### src/rtl/crossbar4_alloc_pkg.sv
// ============================================================================
// Module  : crossbar4_alloc_pkg
// Purpose : Shared constants, state encodings and small helpers for the
//           4x4 crossbar allocator and its round-robin arbiters.
// Ports   : none (package)
// Rev     : 1.0  initial release
// ============================================================================
`default_nettype none

package crossbar4_alloc_pkg;

  // Number of crossbar inputs and outputs; tied to the 2-bit selects.
  localparam int NUM_PORTS = 4;
  // Width of a port index / crossbar select.
  localparam int SEL_W     = 2;

  // Per-output allocation FSM encodings.
  localparam logic [0:0] ALLOC_IDLE = 1'b0;
  localparam logic [0:0] ALLOC_BUSY = 1'b1;

  typedef logic [SEL_W-1:0] port_idx_t;

  // Next index in round-robin order (wraps 3 -> 0).
  function automatic port_idx_t next_idx(input port_idx_t idx);
    return idx + port_idx_t'(1);
  endfunction

  // One-hot decode of a port index.
  function automatic logic [NUM_PORTS-1:0] idx_onehot(input port_idx_t idx);
    logic [NUM_PORTS-1:0] oh;
    oh      = '0;
    oh[idx] = 1'b1;
    return oh;
  endfunction

endpackage : crossbar4_alloc_pkg

`default_nettype wire

### src/rtl/crossbar4_rr_arb.sv
// ============================================================================
// Module  : crossbar4_rr_arb
// Purpose : Combinational 4-way round-robin search. Returns the first set
//           request found starting at ptr and walking ptr+1, ptr+2, ...
//           modulo 4.
// Ports   : req   [3:0] in  - request vector, bit i = input i requests
//           ptr   [1:0] in  - highest-priority index for this search
//           any         out - at least one request is set
//           grant [1:0] out - index of the winning request (== ptr if none)
// Rev     : 1.0  initial release
// ============================================================================
`default_nettype none

module crossbar4_rr_arb
  import crossbar4_alloc_pkg::*;
(
  input  logic [NUM_PORTS-1:0] req,
  input  logic [SEL_W-1:0]     ptr,
  output logic                 any,
  output logic [SEL_W-1:0]     grant
);

  logic [SEL_W-1:0] idx;

  // Walk offsets from farthest to nearest so that the nearest set request
  // (lowest offset from ptr) is the last one to write grant.
  always_comb begin
    any   = |req;
    grant = ptr;
    idx   = ptr;
    for (int k = NUM_PORTS - 1; k >= 0; k--) begin
      idx = ptr + k[SEL_W-1:0];
      if (req[idx]) begin
        grant = idx;
      end
    end
  end

endmodule : crossbar4_rr_arb

`default_nettype wire

### src/rtl/crossbar4_alloc.sv
// ============================================================================
// Module  : crossbar4_alloc
// Purpose : Packet-level allocator / sequencer for a 4x4 crossbar. Each
//           output runs an IDLE/BUSY FSM with a round-robin arbiter; the
//           grant is held until the owner's last flit transfers, so
//           multi-flit packets are never interleaved at an output.
// Ports   : clk, reset          - clock, synchronous active-high reset
//           in_val   [3:0] in   - input i presents a flit
//           in_dest0..3 [1:0]   - destination output of input i's flit
//           in_last  [3:0] in   - input i's flit is last of its packet
//           in_rdy   [3:0] out  - input i's flit is accepted this cycle
//           out_val  [3:0] out  - output o carries a valid flit
//           out_rdy  [3:0] in   - output o's sink accepts
//           sel0..3  [1:0] out  - crossbar select (source input) per output
//           out_busy [3:0] out  - output o is locked to an owner
// Rev     : 1.0  initial release
// ============================================================================
`default_nettype none

module crossbar4_alloc
  import crossbar4_alloc_pkg::*;
#(
  // Must be 4: selects and destination fields are fixed at 2 bits.
  parameter int p_num_ports = NUM_PORTS
)(
  input  logic                   clk,
  input  logic                   reset,
  input  logic [p_num_ports-1:0] in_val,
  input  logic [SEL_W-1:0]       in_dest0,
  input  logic [SEL_W-1:0]       in_dest1,
  input  logic [SEL_W-1:0]       in_dest2,
  input  logic [SEL_W-1:0]       in_dest3,
  input  logic [p_num_ports-1:0] in_last,
  output logic [p_num_ports-1:0] in_rdy,
  output logic [p_num_ports-1:0] out_val,
  input  logic [p_num_ports-1:0] out_rdy,
  output logic [SEL_W-1:0]       sel0,
  output logic [SEL_W-1:0]       sel1,
  output logic [SEL_W-1:0]       sel2,
  output logic [SEL_W-1:0]       sel3,
  output logic [p_num_ports-1:0] out_busy
);

  logic [NUM_PORTS-1:0][SEL_W-1:0]     dest;
  logic [NUM_PORTS-1:0][SEL_W-1:0]     sel_w;
  logic [NUM_PORTS-1:0][NUM_PORTS-1:0] rdy_term;

  assign dest = {in_dest3, in_dest2, in_dest1, in_dest0};

  for (genvar o = 0; o < NUM_PORTS; o++) begin : g_out
    logic [0:0]           state_q, state_d;
    logic [SEL_W-1:0]     own_q, own_d;
    logic [SEL_W-1:0]     ptr_q, ptr_d;
    logic [NUM_PORTS-1:0] req;
    logic                 arb_any;
    logic [SEL_W-1:0]     arb_grant;
    logic                 busy;
    logic                 xfer;
    logic                 last_xfer;

    always_comb begin
      req = '0;
      for (int i = 0; i < NUM_PORTS; i++) begin
        req[i] = in_val[i] && (dest[i] == SEL_W'(o));
      end
    end

    crossbar4_rr_arb u_arb (
      .req   (req),
      .ptr   (ptr_q),
      .any   (arb_any),
      .grant (arb_grant)
    );

    // Handshake terms depend only on the registered owner, never on the
    // arbiter output, so no path exists from the search to out_val/in_rdy.
    // The owner must still be pointing at this output; a mid-packet
    // destination change drops out_val but keeps the lock.
    assign busy      = (state_q == ALLOC_BUSY);
    assign out_val[o] = busy && in_val[own_q] && (dest[own_q] == SEL_W'(o));
    assign xfer      = out_val[o] && out_rdy[o];
    assign last_xfer = xfer && in_last[own_q];
    assign rdy_term[o] = xfer ? idx_onehot(own_q) : '0;

    // The select follows the owner register: it equals the owner while BUSY
    // and keeps the previous owner while IDLE.
    assign sel_w[o]    = own_q;
    assign out_busy[o] = busy;

    always_comb begin
      state_d = state_q;
      own_d   = own_q;
      ptr_d   = ptr_q;
      case (state_q)
        ALLOC_IDLE: begin
          // Allocation cycle: latch the winner, no flit moves yet.
          if (arb_any) begin
            own_d   = arb_grant;
            state_d = ALLOC_BUSY;
          end
        end
        ALLOC_BUSY: begin
          // Release only on the owner's last flit; the pointer advances
          // past the releasing owner for fairness.
          if (last_xfer) begin
            state_d = ALLOC_IDLE;
            ptr_d   = next_idx(own_q);
          end
        end
        default: state_d = ALLOC_IDLE;
      endcase
    end

    always_ff @(posedge clk) begin
      if (reset) begin
        state_q <= ALLOC_IDLE;
        own_q   <= '0;
        ptr_q   <= '0;
      end else begin
        state_q <= state_d;
        own_q   <= own_d;
        ptr_q   <= ptr_d;
      end
    end
  end : g_out

  // An input has one destination, so at most one term per bit is set.
  always_comb begin
    in_rdy = '0;
    for (int o = 0; o < NUM_PORTS; o++) begin
      in_rdy = in_rdy | rdy_term[o];
    end
  end

  assign sel0 = sel_w[0];
  assign sel1 = sel_w[1];
  assign sel2 = sel_w[2];
  assign sel3 = sel_w[3];

endmodule : crossbar4_alloc

`default_nettype wire

### config.mk
export PLATFORM = sky130hd
export DESIGN_NAME = crossbar4_alloc
export DESIGN_NICKNAME = d
export VERILOG_FILES = /design/src/rtl/crossbar4_alloc_pkg.sv /design/src/rtl/crossbar4_rr_arb.sv /design/src/rtl/crossbar4_alloc.sv
export SDC_FILE = /design/constraint.sdc
export NUM_CORES = 1
export LEC_CHECK = 0
export CORE_MARGIN = 2
export CORE_UTILIZATION = 46
export CTS_CLUSTER_SIZE = 14
export DETAILED_ROUTE_END_ITERATION = 16
export PLACE_DENSITY = 0.77
export SETUP_SLACK_MARGIN = 0.02
export SYNTH_ARGS = -nofsm -noshare
export SYNTH_HDL_FRONTEND = slang
export SYNTH_SLANG_ARGS = --single-unit
### constraint.sdc
create_clock -name clk -period 1.7 [get_ports clk]
set_input_delay 0.34 -clock clk [delete_from_list [all_inputs] [get_ports clk]]
set_output_delay 0.34 -clock clk [all_outputs]
set_load 0.02 [all_outputs]
# Word level (Yosys, flattened, before mapping)
# Cells that the tools add are included.
[word_totals]
in_bits = 22
register_bits = 20
word_cells = 223
out_inout_bits = 20
[op_classes]
reduce_logical = 53
n_addsub = 16
eq_ne = 15
bitwise_logic = 7
muxes = 96
order_cmp = 24
[op_table]
columns = ["cell", "n"]
rows = [
  ["$lt 2x3->1 const B", 20],
  ["$bmux 1 s2", 24],
  ["$mux 2", 20],
  ["$logic_and 1x1->1", 36],
  ["$mux 1", 36],
  ["$eq 2x2->1 const B", 10],
  ["$add 2x1->2 const B", 8],
  ["$add 2x2->2 const B", 8],
  ["$bmux 2 s2", 4],
  ["$mux 4", 4],
  ["$reduce_and 2->1", 8],
  ["$reduce_or 4->1", 4],
  ["$or 4x4->4", 3],
  ["$eq 2x1->1 const B", 5],
  ["$logic_not 2->1", 5],
  ["$demux 1 s2", 4],
  ["$ge 2x1->1 const B", 4],
  ["$pmux 1 s2", 4],
  ["$not 1->1", 4],
]

# Logic depth before layout (Yosys ltp)
[logic_depth]
depth_word = 9
ltp_mapped = 5
depth_no_buf = 5

# Hierarchy
# Synthesis repeated with hierarchy kept, for this count alone.
[unflattened]
cells_unflattened = 254
hier_area_um2 = 2089.5
[modules_own_cells]
columns = ["module", "area_each_um2", "seq_area_each_um2", "instances", "cells_per_inst"]
rows = [
  ["crossbar4_alloc", 1689.1, 400.4, 1, 190],
  ["crossbar4_rr_arb", 100.1, 0.0, 4, 16],
]

# Worst setup path after synthesis
# Ideal clock, no wire load.
[synth_timing]
kind = "reg-to-output"
from = "register g_out[0].own_q[0], in the netlist sel0[0]"
to = "output port in_rdy[0]"
required_ns = 1.360
path_stages_with_launch = 6
t_arrival_ns = 1.570
slack_ns = -0.210
n_path_buf = 0
cell_sequence = "dfxtp_1 inv_2 mux2i_1 o22ai_2 a22oi_1 nand2_1"
[synth_via]
elab_chain_cells = 9
elab_cells_between_ends = 17
cone_classes = "2 x order compare; 7 x mux; 3 x bitwise; 5 x reduce/logical"
[synth_rtl]
columns = ["element", "line_no", "rtl"]
rows = [
  ["start: declaration", "crossbar4_alloc.sv:52", "logic [SEL_W-1:0] own_q, own_d;"],
  ["start signal: assignment", "crossbar4_alloc.sv:121", "own_q <= own_d;"],
  ["parallel branches: the longest is 5 deep, another holds $lt 2x3->1", "n/a", ""],
  ["$mux 4 *", "crossbar4_alloc.sv:83", "assign rdy_term[o] = xfer ? idx_onehot(own_q) : '0;"],
  ["$or 4x4->4 * (3 in a row)", "crossbar4_alloc.sv:131", "in_rdy = in_rdy | rdy_term[o];"],
  ["end: declaration", "crossbar4_alloc.sv:34", "output logic [p_num_ports-1:0] in_rdy,"],
]
# Mark *: on every way between the ends. The select of a mux whose other input is x is not followed.

# Worst setup path in the final report
[layout_timing]
from = "register g_out[2].own_q[0], in the netlist sel2[0]"
to = "output port in_rdy[2]"
[layout_via]
elab_chain_cells = 8
elab_cells_between_ends = 16
cone_classes = "2 x order compare; 1 x eq/ne; 7 x mux; 2 x bitwise; 4 x reduce/logical"
[layout_rtl]
columns = ["element", "line_no"]
rows = [
  ["start: declaration", "crossbar4_alloc.sv:52"],
  ["start signal: assignment", "crossbar4_alloc.sv:121"],
  ["parallel branches: the longest is 5 deep, another holds $lt 2x3->1", "n/a"],
  ["$mux 4 *", "crossbar4_alloc.sv:83"],
  ["$or 4x4->4 * (2 in a row)", "crossbar4_alloc.sv:131"],
]
# Marked as above.

==> flow_summary.ini <==
[placed_design]
post_dp_cell_area_sq_um = 2880
dp_hpwl_um = 4630
numPortBuffers = 41
dp_cells = 380
gp_congestion = 0.914

[grt]
antenna_found_initial = 0
grt_max_degree = 11
grt_util_all_layers_pct = 30.0
grt_pass1_wl_um = 10500
grt_pass1_vias = 2203
grt-ovfl-total = 0

[critical_path]
end_kind = primary output
crit_chain = inv_4 > mux2_4 > o2bb2ai_4 > a22oi_2 > nand2_1 > buf_6
cpMaxStageDelayCell = dfxtp_2
path_buf_inv = 2
rrSetupSlack_ps = 160
r2r-end = g_out[1].ptr_q[0]
max_stage_delay_ps = 340
crit_arrival_ps = 1570
crit_family = flip-flops
r2r_cells = 8
cp-start-kind = flip-flop
worstPathRequired_ps = 1360
reg2reg_from = sel1[0]
critical_path_class = reg -> out
path_max_fanout = 4

[sta]
skew_ps = 0.547
setup_ws_ps = -209
final-hold-violation-count = 0
setup_violations = 8
min_period_ps = 1910
fin_crit_sh_pct = 112
max-slew-margin-rel_pct = 76.5
rsz0062_at_grt = yes
worst_pin_slew_ps = 352
fmax_mhz = 524
final-max-slew-violation-count = 0
fin_tns_setup_ps = -1220

[logic_synthesis]
synth_area_leader_cell = dfxtp_1
synth_top_cell_area_share_pct = 20.9
synth_seq_area_share_pct = 20.9
syn-cell-area_sq_um = 1910
synth_edf_count = 0
synth_flop_cell = dfxtp_1
synth.distinct_cells = 55
ys_ff_latch = 20
yosys_warnings = 0
synthArstFlopShare_pct = 0
postSynthAreaPerCell_sq_um = 8.36
synth_cells = 229
synth_area_leaders = dfxtp_1 (21%), ha_1 (10%), mux2i_1 (8.4%)
syn-num-nets = 267

[worst_hold_path]
hold_start = g_out[2].ptr_q[0]
min_delay_worst_endpoint = g_out[2].ptr_q[0]
hold_path_depth = 2
hp-class = reg -> reg

[run_status]
status = complete, but fails checks
violations = negative setup slack

[flow_run]
timing.max_cap.violations = 0

[power_and_ir_drop]
total_power_uw = 1550
cellPowerDensity_nw_per_um2 = 487
p_leak_uw = 0.00149
ir_drop_uv = 373

[floorplan]
start_util_pct = 47.9
die_y_um = 68.5
die_w_um = 68.5
io_pins = 42
dieArea_sq_um = 4690
rows = 23
core_area_sq_um = 4000

[drt]
route.met2.wl_um = 3400
routed.top_layer = met4
wl_um = 6900
met1_length_um = 2850
wl_per_cell_um = 17.5
vias = 2254
post_drt_via_cell_ratio = 5.74
drc = 0
ant_nets = 0
wl_met3_um = 360
drt-pass1-iter-count = 4
drtIter0Drc = 148

[clocking]
cts_max_path_buffers = 2
clk_latency_ps = 260
cts_tree = built
root_buffer = clkbuf_8
cts_inserted_buffers = 3
cts.htree.levels = 1
clkSinkCount = 20
hold_buffers = 0
clk_pin_slew_worst_paths_ps = 80

[layout]
drive_gt1_share_pct = 45.8
final.fill_count = 258
mostFrequentLayoutCell = buf_4
antenna_cells = 0
final_net_count = 383
stdcell_area_sq_um = 3180
final_cells = 393
area_growth_pct = 66.3
final_util_pct = 79.6
mostFrequentLayoutCells = buf_4 (69), nor2_1 (23), buf_6 (17), ha_1 (16), nand2_1 (15)
state kept, by name, summed over array words and instances (netlist names):
signal,count
sel3,2
sel2,2
g_out.busy,4
sel1,2
g_out.ptr_q,8
sel0,2
power by group:
group	internal [uW]	total (uW)	leakage, uW	switching (uW)
clock network	158	320	0.0000216	162
logic	347	698	0.00130	351
registers	497	531	0.000166	33.0
total	1000	1550	0.00149	547
worst max-delay path by stage:
| stage | startpoint | to | slack [ps] | cells past startpoint |
|---|---|---|---|---|
| 6_report | sel2[0] | in_rdy[2] | -210 | 6 |
| 5_1_grt | sel2[0] | in_rdy[2] | -270 | 6 |
| 4_1_cts | sel2[0] | in_rdy[2] | -180 | 6 |
| 3_5_place_dp | in_dest3[0] | in_rdy[0] | -1070 | 8 |
| 3_3_place_gp | in_dest3[0] | in_rdy[3] | -1010 | 7 |
| 2_1_floorplan | sel1[0] | in_rdy[0] | 30 | 5 |
tightest hold or removal path, cell delays in order, from the launching register on:
cell,delay [ps]
dfxtp_1,360
mux2i_1,80
nor2_1,80
cell families after synthesis:
kind of cell	synth area share [%]
AND/OR/NAND/NOR	27.0
multiplexers	11.0
adder cells (fa/ha/maj)	10.5
flip-flops	20.9
AO/OA/AOI/OAI	26.1
buffers and inverters	4.51
metrics by stage:
stage	hold slack [ps]	setup slack, ps
3_3_place_gp	493	-1010
6_report	545	-209
3_5_place_dp	510	-1070
2_1_floorplan	469	34.3
5_1_grt	595	-268
4_1_cts	525	-184
area by class of cell:
class | instances | area (sq um) | area share, %
inverter | 13 | 53.8 | 1.69
sequential | 20 | 408 | 12.8
timing repair buffer | 117 | 961 | 30.2
clock buffer | 3 | 41.3 | 1.30
multi-input combinational | 190 | 1660 | 52.0
tap | 50 | 62.6 | 1.97
routing by layer:
metal,up-vias,track usage (%)
met2,86,52.4
met4,0,13.8
met3,29,4.38
li1,1083,-
met5,-,0
met1,1056,35.9
synth_stat cells, types with 2 or more instances:
| master | instances |
|---|---|
| nor2_1 | 25 |
| dfxtp_1 | 20 |
| nand2_1 | 19 |
| ha_1 | 16 |
| mux2i_1 | 16 |
| inv_1 | 12 |
| a22oi_1 | 10 |
| nand3_1 | 8 |
| o21ai_0 | 7 |
| a21oi_1 | 6 |
| nand3b_1 | 6 |
| nor3_1 | 5 |
| and3_1 | 4 |
| buf_4 | 4 |
| nor2b_1 | 4 |
| nor3b_1 | 4 |
| o31ai_1 | 4 |
| a211oi_1 | 3 |
| and3b_1 | 3 |
| o211a_1 | 3 |
| o221ai_1 | 3 |
| a211o_1 | 2 |
| a31oi_1 | 2 |
| clkbuf_1 | 2 |
| mux2_2 | 2 |
| nand2b_1 | 2 |
| nand4_1 | 2 |
| nor3b_2 | 2 |
| o21ai_1 | 2 |
| o22ai_1 | 2 |
| o2bb2ai_2 | 2 |
| o32ai_1 | 2 |
| or2_1 | 2 |
| or2_2 | 2 |
timing repair:
action                                  in CTS  in global routing
buffers inserted                             6                  4
endpoints found under the setup margin      33                 13
pin swaps                                   22                 10
gates resized for setup                    150                 15
No activity file was read; power rests on OpenSTA's default activity.
